--- src/rtl/seg7_pkg.sv ---
// Shared constants for the 7-segment scan driver.
//   SEG7_LUT : 16-entry hex -> {g,f,e,d,c,b,a} pattern, active-low
//   AN_OFF   : all anodes deselected (active-low)
//   SEG_OFF  : all cathodes off, dp included (active-low)
//   div_w()  : width of the refresh divider counter
package seg7_pkg;

  // Index 0 is the rightmost entry of the concatenation.
  localparam logic [15:0][6:0] SEG7_LUT = {
    7'h0E, 7'h06, 7'h21, 7'h46,   // F E d C
    7'h03, 7'h08, 7'h10, 7'h00,   // b A 9 8
    7'h78, 7'h02, 7'h12, 7'h19,   // 7 6 5 4
    7'h30, 7'h24, 7'h79, 7'h40    // 3 2 1 0
  };

  localparam logic [3:0] AN_OFF  = 4'b1111;
  localparam logic [7:0] SEG_OFF = 8'hFF;

  function automatic int div_w(input int n);
    return $clog2(n);
  endfunction

endpackage

--- src/rtl/hex_to_seg7.sv ---
// Combinational hex nibble decoder.
//   nib : 4-bit hex value
//   seg : 7-bit active-low pattern {g,f,e,d,c,b,a}
module hex_to_seg7
  import seg7_pkg::*;
(
  input  logic [3:0] nib,
  output logic [6:0] seg
);

  assign seg = SEG7_LUT[nib];

endmodule

--- src/rtl/seg7_scan_driver.sv ---
// Time-multiplexed driver for a 4-digit common-anode 7-segment display.
// A snapshot of {hexs, point, les} is taken once per frame (digit 0,
// divider 0), so the displayed value never mixes two count words. Each
// digit slot opens with BLANK_CYCLES of all-off to suppress ghosting.
//   clk     : board clock
//   rst_n   : asynchronous active-low reset
//   hexs    : four hex digits, [3:0] = digit 0 (rightmost)
//   point   : decimal point per digit, 1 = lit
//   les     : blank mask per digit, 1 = dark
//   an      : anode selects, active-low, an[0] = rightmost
//   segment : cathodes, active-low, {dp,g,f,e,d,c,b,a}
module seg7_scan_driver
  import seg7_pkg::*;
#(
  parameter int REFRESH_DIV  = 50000,
  parameter int BLANK_CYCLES = 64
) (
  input  logic        clk,
  input  logic        rst_n,
  input  logic [15:0] hexs,
  input  logic [3:0]  point,
  input  logic [3:0]  les,
  output logic [3:0]  an,
  output logic [7:0]  segment
);

  localparam int             DIV_W     = div_w(REFRESH_DIV);
  localparam logic [DIV_W-1:0] DIV_LAST  = DIV_W'(REFRESH_DIV - 1);
  localparam logic [DIV_W-1:0] BLANK_END = DIV_W'(BLANK_CYCLES);

  logic [DIV_W-1:0]  div_cnt;
  logic [1:0]        idx;
  logic [3:0][3:0]   snap_hexs;
  logic [3:0]        snap_point;
  logic [3:0]        snap_les;
  logic [3:0][6:0]   dig_seg;

  // One decoder per snapshot digit; the slot index just selects a result.
  for (genvar i = 0; i < 4; i++) begin : g_dec
    hex_to_seg7 u_dec (
      .nib (snap_hexs[i]),
      .seg (dig_seg[i])
    );
  end

  logic       blank_ph;
  logic       snap_en;
  logic [3:0] an_nxt;
  logic [7:0] seg_nxt;

  assign blank_ph = (div_cnt < BLANK_END);
  assign snap_en  = (idx == 2'd0) && (div_cnt == '0);

  always_comb begin
    an_nxt  = AN_OFF;
    seg_nxt = SEG_OFF;
    if (!blank_ph && !snap_les[idx]) begin
      an_nxt  = ~(4'b0001 << idx);
      seg_nxt = {~snap_point[idx], dig_seg[idx]};
    end
  end

  always_ff @(posedge clk or negedge rst_n) begin
    if (!rst_n) begin
      div_cnt    <= '0;
      idx        <= 2'd0;
      snap_hexs  <= '0;
      snap_point <= '0;
      snap_les   <= '0;
      an         <= AN_OFF;
      segment    <= SEG_OFF;
    end else begin
      if (div_cnt == DIV_LAST) begin
        div_cnt <= '0;
        idx     <= idx + 2'd1;
      end else begin
        div_cnt <= div_cnt + 1'b1;
      end
      if (snap_en) begin
        snap_hexs  <= hexs;
        snap_point <= point;
        snap_les   <= les;
      end
      an      <= an_nxt;
      segment <= seg_nxt;
    end
  end

endmodule

--- config.mk ---
export PLATFORM = sky130hd
export DESIGN_NAME = seg7_scan_driver
export DESIGN_NICKNAME = d
export VERILOG_FILES = /design/src/rtl/seg7_pkg.sv /design/src/rtl/hex_to_seg7.sv /design/src/rtl/seg7_scan_driver.sv
export SDC_FILE = /design/constraint.sdc
export NUM_CORES = 1
export LEC_CHECK = 0
export BUFFER_PORTS_ARGS = -buffer_cell sky130_fd_sc_hd__buf_2
export CAP_MARGIN = 30
export CELL_PAD_IN_SITES_DETAIL_PLACEMENT = 1
export CELL_PAD_IN_SITES_GLOBAL_PLACEMENT = 1
export CORE_MARGIN = 2
export CORE_UTILIZATION = 24
export DETAILED_ROUTE_END_ITERATION = 8
export MAX_ROUTING_LAYER = met4
export PLACE_DENSITY = 0.53
export SYNTH_ARGS = -nofsm -noshare
export SYNTH_HDL_FRONTEND = slang
export SYNTH_SLANG_ARGS = --single-unit
--- constraint.sdc ---
create_clock -name clk -period 2.7 [get_ports clk]
set_clock_uncertainty 0.1 [all_clocks]
set_input_delay 0.27 -clock clk [delete_from_list [all_inputs] [get_ports clk]]
set_output_delay 0.27 -clock clk [all_outputs]
set_load 0.01 [all_outputs]
==> results of run 1 <==
==> cell usage in the layout, fill, tap and decap left out, types with 8 or more instances in the layout <==
cell type,count
dfrtp_1,42
buf_2,37
ha_1,34
nor2_1,23
mux2_4,20
inv_1,19
mux2i_1,14
nand2_1,13
mux2_2,13
dfstp_2,12
buf_4,9
xor2_1,8
a211oi_1,8
==> power by group through the flow <==
stage | clock [mW] | combinational, mW | sequential (mW)
floorplan | 0 | 0.140 | 0.859
global placement | 0 | 0.175 | 0.884
detailed placement | 0 | 0.179 | 0.885
CTS | 0.702 | 0.181 | 0.869
global route | 0.726 | 0.200 | 0.875
finish | 0.676 | 0.177 | 0.869
==> metrics by stage <==
| stage | cells | total power [mW] | setup slack, ns |
|---|---|---|---|
| after floorplan | 310 | 0.999 | 0.560 |
| after global placement | 524 | 1.06 | 0.465 |
| after detailed placement | 524 | 1.06 | 0.465 |
| after CTS | 533 | 1.75 | 0.449 |
| after global routing | 533 | 1.80 | 0.347 |
| final | 533 | 1.72 | 0.468 |
==> layer usage <==
metal | vias up | routed length (um)
li1 | 1179 | -
met1 | 1225 | 4170
met4 | 0 | 131
met5 | - | 0
met3 | 7 | 216
met2 | 36 | 3860
==> area by class of cell <==
type / instances / area [um2]
fill: 1610 / 10500
clock buffer: 6 / 139
multi-input combinational: 220 / 2040
inverter: 20 / 75.1
timing repair buffer: 47 / 263
clock inverter: 2 / 17.5
sequential: 54 / 1370
tap: 184 / 230
==> worst max-delay path by stage <==
stage,start,endpoint
4_1_cts,div_cnt[14]$_DFF_PN0_,snap_hexs[6]$_DFFE_PN0P_
3_5_place_dp,div_cnt[14]$_DFF_PN0_,snap_hexs[6]$_DFFE_PN0P_
5_1_grt,snap_hexs[12]$_DFFE_PN0P_,segment[0]$_DFF_PN1_
3_3_place_gp,div_cnt[11]$_DFF_PN0_,idx[1]$_DFFE_PN0N_
6_report,div_cnt[14]$_DFF_PN0_,snap_hexs[6]$_DFFE_PN0P_
2_1_floorplan,idx[1]$_DFFE_PN0N_,snap_hexs[0]$_DFFE_PN0P_
==> sequential cells by signal, indices dropped and copies added, names as in the netlist <==
| name | flops |
|---|---|
| div_cnt | 16 |
| snap_hexs | 16 |
| segment | 8 |
| idx | 2 |
| snap_les | 4 |
| snap_point | 4 |
| an | 4 |
==> cells by family (layout without fill, tap and decap cells) <==
family,count (synthesis),count (layout),share of synthesized area [%]
AND/OR/NAND/NOR,80,80,12.5
flip-flops,54,54,38.0
adder cells (fa/ha/maj),34,34,11.8
AO/OA/AOI/OAI,37,37,7.96
multiplexers,54,54,20.7
XOR/XNOR,15,15,3.65
buffers and inverters,36,75,5.42
==> metrics.txt, run 1 <==
Clk pwr share=39.3%; Hold Path Stages=2; Critical Path RT=2.78 ns; post-CTS setup buffer count=0; global route hottest layer=met2; Total GRT Usage=between 10% and 20%; worst-margin pin slew=0.790 ns; worst-skew pair later-pin latency=0.29 ns; Initial Util=24.7%; number of global-route vias before repair=around 2.7k; Synth Instances=310; Crit path largest cell delay=0.69 ns; Psw=0.424 mW; Inserted Clock Buffers=5; CTS hold repair buffers=1; synth top area cells=dfrtp_1, ha_1, dfstp_2; Synth warnings=0; Flop pwr share=50.5%; max cap viols=0; Comb pwr share=10.3%; Post-synth EDFFs=0; core area=between 0.01 and 0.015 mm2; synthesized area=0.00360 mm2; post-route design area=0.00413 mm2; CP max FO=12; Worst path top cell family by delay=simple AND/OR/NAND/NOR gates; Final Cycle Share=82.7%; RD Place Congestion=0.832; CTS H-Tree Depth=2; Crit Path Class=reg2reg; worst flop-to-flop path startpoint=div_cnt[14]$_DFF_PN0_; R2R Setup Slk=~0.47 ns; Die Area=approximately 0.016 mm2; outcome=finished, final reports clean; Final min period=2.23 ns; cell with the most instances after synthesis=dfrtp_1; vias post-DR=2447; Setup-failing EPs final=0; Via density=4.59; Resized Gates After CTS=0; clk sinks=54; Max Clk Rate=0.448 GHz; setup TNS=0 ns; RSZ-0062 raised after global routing=no; Critical Path End Type=register; sequential cell area fraction in the yosys report=38.0%; M2 GR Usage=17.5%; Antenna Nets Post-Route=0; critical path arrival=roughly 2.3 ns; Reg clk slew, reported paths=around 0.070 ns; R2R Path End=snap_hexs[6]$_DFFE_PN0P_; internal power=around 1.3 mW; met3 Track Usage GR=1.77%; Pleak=1.90 nW; routed wire length=8380 um; maximum clock path buffer count=2; IO Pins=38; initial DRC count=95; Async SR Flop Fraction=100%; first-pass GRT wire length=about 14000 um; Mean Syn Cell Area=11.6 um2; root buffer cell=clkbuf_16; start point of the worst hold path=hexs[0]; area grow syn2layout=14.7%; Max VDD drop=0.000253 V; slowest CP cell=or4_2; synthesized flop and latch total=54; min-delay worst type=in2reg; worst path bufs/invs=1; layout cells sized above 1=33.2%; # port buffers=37; Net Count, Synth=370; worst-path cell chain=or4_2, nor4_4, nand3_4, buf_4, mux2_4; final hold vios=0; Post-synth top flop=dfrtp_1; relative slew slack=roughly 47%; n_diodes=0; DR pass1 iterations=4; switching share of power=24.6%; WP depth=5; r2r worst-path depth=5; PwrDens=417 mW/mm2; Finished Core Util=28.3%; antenna violations before repair=0; DP Wirelength=6370 um; met1 GRT Util=about 15%; routed len/inst=about 16 um; # DRC=0; die height=126 um; synth cell count leaders=dfrtp_1, ha_1, nor2_1; startpoint types=register; area share of the leading cell type in the synthesized netlist=29.2%; CTS tree=built; Die Wd=approximately 130 um; largest net degree at the start of global routing=34; Distinct cells, synth=51; total gr overflow=0; Final Max Slew Viols=0; WHS Endpoint=snap_hexs[0]$_DFFE_PN0P_; hold_ws=~0.11 ns; Placed Area=0.00396 mm2; FP Rows=44; Final #Nets=approximately 410; Synth area leader=dfrtp_1
(Power assumes the default switching activity.)
==> inputs of run 2 (changes only) <==
Settings changed: ABC_AREA from default to 1, PLACE_DENSITY 0.53 to 0.57.
Clock period 2.7 ns to 2.1 ns, I/O delays scaled along.
==> metrics.txt, run 2 <==
worst-margin pin slew=0.605 ns (was 0.790 ns); XOR/XNOR Fraction of Synth Area=1.45% (was 3.65%); Initial Util=24.7% (about the same); biggest regs=div_cnt: 16 flops, snap_hexs: 16 flops, segment: 8 flops (unchanged); cell with the most instances after synthesis=nand2_1 (was dfrtp_1); startpoint types=register (unchanged); antenna violations before repair=0 (unchanged); worst-skew pair later-pin latency=0.31 ns (was 0.29 ns); critical path arrival=2.08 ns (was 2.31 ns); commonest cells after routing, fill and taps aside=nand2_1, nand3_1, inv_1 (was dfrtp_1, buf_2, ha_1); number of global-route vias before repair=3483 (was 2670); commonest non-fill, non-tap cell in the layout=nand2_1 (was dfrtp_1); relative slew slack=59.6% (was 47.1%); Pleak=2.11 nW (was 1.90 nW); Async SR Flop Fraction=100% (unchanged); synthesized area=0.00361 mm2 (was 0.00360 mm2); most used cell, CP=nand2_1; CP max FO=24 (was 12); n_diodes=0 (unchanged); CTS tree=built (unchanged); worst flop-to-flop path startpoint=idx[0]$_DFFE_PN0N_ (was div_cnt[14]$_DFF_PN0_); worst path bufs/invs=2 (was 1); Setup-failing EPs final=0 (unchanged); largest family of logic cells by synthesized area=simple AND/OR/NAND/NOR gates (was multiplexers); Synth Instances=501 (was 310); adder-cell share of the synthesized area=11.8% (about the same); core area=0.0146 mm2 (about the same); Synth area leader=dfrtp_1 (unchanged); simple-gate share of the synthesized area=35.3% (was 12.5%); Synth warnings=0 (unchanged); worst-path cell chain=clkinv_1, ha_1, nand2_1, nor4_4, buf_4, nand3_1, nand2_1 (was or4_2, nor4_4, nand3_4, buf_4, mux2_4); outcome=finished, final reports clean (unchanged); Antenna Nets Post-Route=0 (unchanged); min-delay worst type=in2reg (unchanged); clk sinks=54 (unchanged); initial DRC count=134 (was 95); # port buffers=37 (unchanged); synth cell count leaders=nand2_1, nand3_1, inv_1 (was dfrtp_1, ha_1, nor2_1); RSZ-0062 raised after global routing=no (unchanged); PwrDens=536 mW/mm2 (was 417 mW/mm2); Die Area=0.0161 mm2 (was 0.0160 mm2); routed wire length=10500 um (was 8380 um); FP Rows=44 (unchanged); max cap viols=0 (unchanged); root buffer cell=clkbuf_16 (unchanged); vias post-DR=3272 (was 2447); Critical Path RT=2.24 ns (was 2.78 ns); Final Cycle Share=92.2% (was 82.7%); Mean Syn Cell Area=7.21 um2 (was 11.6 um2); layout cells sized above 1=13.7% (was 33.2%); Reg clk slew, reported paths=0.08 ns (was 0.07 ns); first-pass GRT wire length=17700 um (was 14000 um); synth top area cells=dfrtp_1, nand2_1, ha_1 (was dfrtp_1, ha_1, dfstp_2); routed len/inst=14.5 um (was 15.7 um); Via density=4.53 (was 4.59); Max VDD drop=0.000298 V (was 0.000253 V); Placed Area=0.00401 mm2 (was 0.00396 mm2); Critical Path End Type=register (unchanged); post-CTS setup buffer count=0 (unchanged); sequential cell area fraction in the yosys report=37.8% (was 38.0%); slowest CP cell=dfrtp_1 (was or4_2); Final Max Slew Viols=0 (unchanged); multiplexer share of the synthesized area=0% (was 20.7%); DP Wirelength=8020 um (was 6370 um); post-route design area=0.00418 mm2 (was 0.00413 mm2); synthesized flop and latch total=54 (unchanged); DR pass1 iterations=4 (unchanged); Final #Nets=598 (was 408); Crit Path Class=reg2reg (unchanged); Distinct cells, synth=27 (was 51); Post-synth top flop=dfrtp_1 (unchanged); r2r worst-path depth=7 (was 5); area grow syn2layout=15.7% (was 14.7%); area share of the leading cell type in the synthesized netlist=29.1% (was 29.2%); IO Pins=38 (unchanged); Worst Setup SP=idx[0]$_DFFE_PN0N_ (was div_cnt[14]$_DFF_PN0_); Crit path largest cell delay=0.46 ns (was 0.69 ns); # DRC=0 (unchanged); Final min period=1.94 ns (was 2.23 ns); Die Wd=127 um (was 126 um); setup TNS=0 ns (unchanged); Post-synth EDFFs=0 (unchanged); maximum clock path buffer count=2 (unchanged); Synth Area in Compound Gates=6.09% (was 7.96%); total gr overflow=0 (unchanged); Worst path top cell family by delay=simple AND/OR/NAND/NOR gates (unchanged); die height=127 um (was 126 um); Total GRT Usage=14.1% (was 11.2%); WP depth=7 (was 5); Hold Path Stages=3 (was 2); largest net degree at the start of global routing=25 (was 34); Inserted Clock Buffers=5 (unchanged); RD Place Congestion=0.819 (was 0.832); Net Count, Synth=561 (was 370); Max Clk Rate=0.517 GHz (was 0.448 GHz); final hold vios=0 (unchanged); start point of the worst hold path=hexs[10] (was hexs[0]); CTS H-Tree Depth=2 (unchanged)
-- run 2: cell types whose count changed after synthesis, moves of 13 or more --
cell	change
a21oi_1	+13
mux2_2	-13
mux2i_1	-14
nand2_1	+158
o21ai_0	+15
nand3_1	+65
mux2_4	-20
nor2_1	+19
inv_1	+25
-- run 2: area by class of cell --
cell class / count / area [um2]
fillers: 1835 / 10500
multi-input cells: 382 / 1980
flip-flops and latches: 54 / 1370
repair buffers: 48 / 270
well taps: 184 / 230
inverters: 47 / 176
clock buffers: 6 / 139
clock inverters: 2 / 16.3
-- run 2: through the flow --
stage | util, % | total power [mW] | hold slack, ns | std cells | worst slack [ns]
4_1_cts | 28.5 | 2.29 | 0.0290 | 723 | 0.0584
2_1_floorplan | - | 1.25 | -0.186 | 501 | 0.0145
5_1_grt | 28.5 | 2.37 | 0.0426 | 723 | 0.00270
6_report | 28.5 | 2.24 | 0.0358 | 723 | 0.164
3_5_place_dp | 27.4 | 1.35 | 0.153 | 714 | 0.0732
3_3_place_gp | 27.4 | 1.34 | 0.145 | 714 | 0.158
-- run 2: metal layers --
metal	vias up	GRT usage [%]	share of wire [%]	wire length, um
met3	6	2.74	2.7	282
met4	0	2.71	0.85	89
li1	1663	-	-	-
met5	-	-	0	0
met2	28	22.4	46	4850
met1	1575	19.1	50	5270
-- run 2: worst paths after layout --
kind / endpoint / slack [ns]
min in group asynchronous: div_cnt[12]$_DFF_PN0_ / 0.34
max in group asynchronous: an[3]$_DFF_PN1_ / 0.84
max: snap_hexs[0]$_DFFE_PN0P_ / 0.16
max reg2reg: snap_hexs[0]$_DFFE_PN0P_ / 0.16
min reg2reg: snap_point[0]$_DFFE_PN0P_ / 0.38
min: snap_hexs[10]$_DFFE_PN0P_ / 0.04
-- run 2: logic make-up (layout without fill, tap and decap cells) --
group / Yosys count / count (layout)
compound gates: 41 / 41
buf+inv: 65 / 103
fa+ha+maj: 34 / 34
flops: 54 / 54
simple gates: 301 / 301
xor+xnor: 6 / 6
-- run 2: where the power goes --
part | internal, mW | total, mW | switching (mW)
sequential | 1.06 | 1.10 | 0.0388
clock | 0.481 | 0.915 | 0.434
combinational | 0.0835 | 0.222 | 0.138
total | 1.63 | 2.24 | 0.611
-- run 2: worst min-delay path: cells and delay by family --
family                 cells  cell delay (ns)
buffers and inverters      1             0.08
and+or+nand+nor            2             0.12
-- run 2: what timing repair did --
| item | 4_1_cts | 5_1_grt |
|---|---|---|
| endpoints found under the setup margin | 0 | 35 |
| resized for setup | 0 | 2 |
| hold buffers | 1 | 0 |
| hold endpoints to repair | 19 | 0 |
==> inputs of run 3 (changes only) <==
Settings changed: HOLD_SLACK_MARGIN from default to 0.12, REMOVE_ABC_BUFFERS from default to 1.
==> metrics.txt, run 3 (synthesized netlist as in run 2, its figures left out) <==
multi-input logic area=0.00197 mm2 (was 0.00198 mm2); CTS tree=built (unchanged); Reg clk slew, reported paths=0.07 ns (was 0.08 ns); n_diodes=0 (unchanged); Max Clk Rate=0.528 GHz (was 0.517 GHz); DP Wirelength=7740 um (was 8020 um); startpoint types=register (unchanged); max cap viols=0 (unchanged); initial DRC count=137 (was 134); worst-skew pair later-pin latency=0.31 ns (about the same); PwrDens=512 mW/mm2 (was 536 mW/mm2); r2r worst-path depth=5 (was 7); critical path arrival=1.99 ns (was 2.08 ns); Inserted Clock Buffers=5 (unchanged); worst flop-to-flop path startpoint=idx[0]$_DFFE_PN0N_ (unchanged); Critical Path End Type=register (unchanged); Worst Setup SP=idx[0]$_DFFE_PN0N_ (unchanged); RSZ-0062 raised after global routing=no (unchanged); R2R Path End=segment[1]$_DFF_PN1_ (was snap_hexs[0]$_DFFE_PN0P_); CTS H-Tree Depth=2 (unchanged); Placement Setup Slack=0.168 ns (was 0.0732 ns); R2R Setup Slk=0.21 ns (was 0.16 ns); Worst Setup EP=segment[1]$_DFF_PN1_ (was snap_hexs[0]$_DFFE_PN0P_); Reg area=0.00137 mm2 (unchanged); routed len/inst=13.8 um (was 14.5 um); Pleak=2.21 nW (was 2.11 nW); routed wire length=10300 um (was 10500 um); CP max FO=12 (was 24); biggest regs=div_cnt: 16 flops, snap_hexs: 16 flops, segment: 8 flops (unchanged); Total GRT Usage=14.1% (about the same); final hold vios=0 (unchanged); number of global-route vias before repair=3560 (was 3483); maximum clock path buffer count=2 (unchanged); commonest cells after routing, fill and taps aside=nand2_1, nand3_1, inv_1 (unchanged); RD Place Congestion=0.852 (was 0.819); Critical Path RT=2.20 ns (was 2.24 ns); Final #Nets=622 (was 598); vias post-DR=3382 (was 3272); setup TNS=0 ns (unchanged); Die Area=0.0161 mm2 (unchanged); Final Max Slew Viols=0 (unchanged); # DRC=0 (unchanged); largest net degree at the start of global routing=55 (was 25); Die Wd=127 um (unchanged); commonest non-fill, non-tap cell in the layout=nand2_1 (unchanged); layout cells sized above 1=13.0% (was 13.7%); area grow syn2layout=22.0% (was 15.7%); first-pass GRT wire length=17700 um (about the same); outcome=finished, final reports clean (unchanged); # port buffers=37 (unchanged); number of fill cells=1803 (was 1835); antenna violations before repair=0 (unchanged); Via density=4.53 (about the same); core area=0.0146 mm2 (unchanged); FP Rows=44 (unchanged); Initial Util=24.7% (unchanged); Final Non-Filler Cells=747 (was 723); Resized Gates After CTS=0 (unchanged); Antenna Nets Post-Route=0 (unchanged); final worst setup slack=0.207 ns (was 0.164 ns); worst-margin pin slew=0.783 ns (was 0.605 ns); min-delay worst type=reg2reg (was in2reg); Crit Path Class=reg2reg (unchanged); Final Cycle Share=90.2% (was 92.2%); Finished Core Util=30.1% (was 28.5%); IO Pins=38 (unchanged); DR pass1 iterations=4 (unchanged); die height=127 um (unchanged); Final min period=1.89 ns (was 1.94 ns); root buffer cell=clkbuf_16 (unchanged); Setup-failing EPs final=0 (unchanged); clk sinks=54 (unchanged); total gr overflow=0 (unchanged); placed insts=714 (unchanged); relative slew slack=47.6% (was 59.6%); Max VDD drop=0.000302 V (was 0.000298 V)
run 3: cell count changes in the layout (fill, tap and decap cells not counted):
cell and delta:
inv_6 -1, dlygate4sd3_1 +24, nor2_1 +1, nor2_2 -1, nand2_2 +1, clkinv_2 +1, nand2_4 -1
run 3: worst min-delay path by stage:
stage | end | slack [ns] | start | cells after the start
global placement | snap_point[3]$_DFFE_PN0P_ | 0.30 | rst_n | 2
detailed placement | div_cnt[10]$_DFF_PN0_ | 0.31 | rst_n | 2
floorplan | div_cnt[0]$_DFF_PN0_ | -0.19 | rst_n | 0
global route | snap_point[2]$_DFFE_PN0P_ | 0.41 | snap_point[2]$_DFFE_PN0P_ | 2
finish | snap_point[1]$_DFFE_PN0P_ | 0.37 | snap_point[1]$_DFFE_PN0P_ | 2
CTS | snap_point[1]$_DFFE_PN0P_ | 0.37 | snap_point[1]$_DFFE_PN0P_ | 2
run 3: cell type report:
class,instances,area share [%]
multi-input combinational,382,44.8
clock inverter,2,0.284
tap,184,5.22
timing repair buffer,72,11.6
clock buffer,6,3.15
inverter,47,4.00
sequential,54,31.0
run 3: report_power, final:
group	total, mW	internal (mW)	switching (mW)
Combinational	0.253	0.111	0.142
Sequential	1.10	1.06	0.0398
Clock	0.901	0.475	0.427
run 3: critical path, cell delays in order (launching register included):
cell and delay [ns]:
dfrtp_1 0.42, clkinv_1 0.18, o21ai_0 0.21, nand2_1 0.08, nor2_1 0.61, nand3_1 0.18
run 3: layer usage:
metal	part of all wire [%]	track usage, %	vias up
met4	0.96	2.91	0
met1	47	17.4	1619
li1	-	-	1723
met2	50	24.1	31
met3	2.7	2.74	9
met5	0	-	-
run 3: repair_timing:
| action | CTS | global route |
|---|---|---|
| hold buffers | 25 | 0 |
| hold endpoints to repair | 66 | 0 |
| setup buffers | 0 | 0 |
run 3: stage by stage:
| stage | hold WS (ns) | area [um2] | power (mW) |
|---|---|---|---|
| final | 0.368 | 4410 | 2.26 |
| after global routing | 0.415 | 4410 | 2.37 |
| after CTS | 0.375 | 4410 | 2.29 |
| after detailed placement | 0.313 | 4010 | 1.34 |
| after global placement | 0.301 | 4010 | 1.34 |
| after floorplan | -0.186 | 3520 | 1.24 |
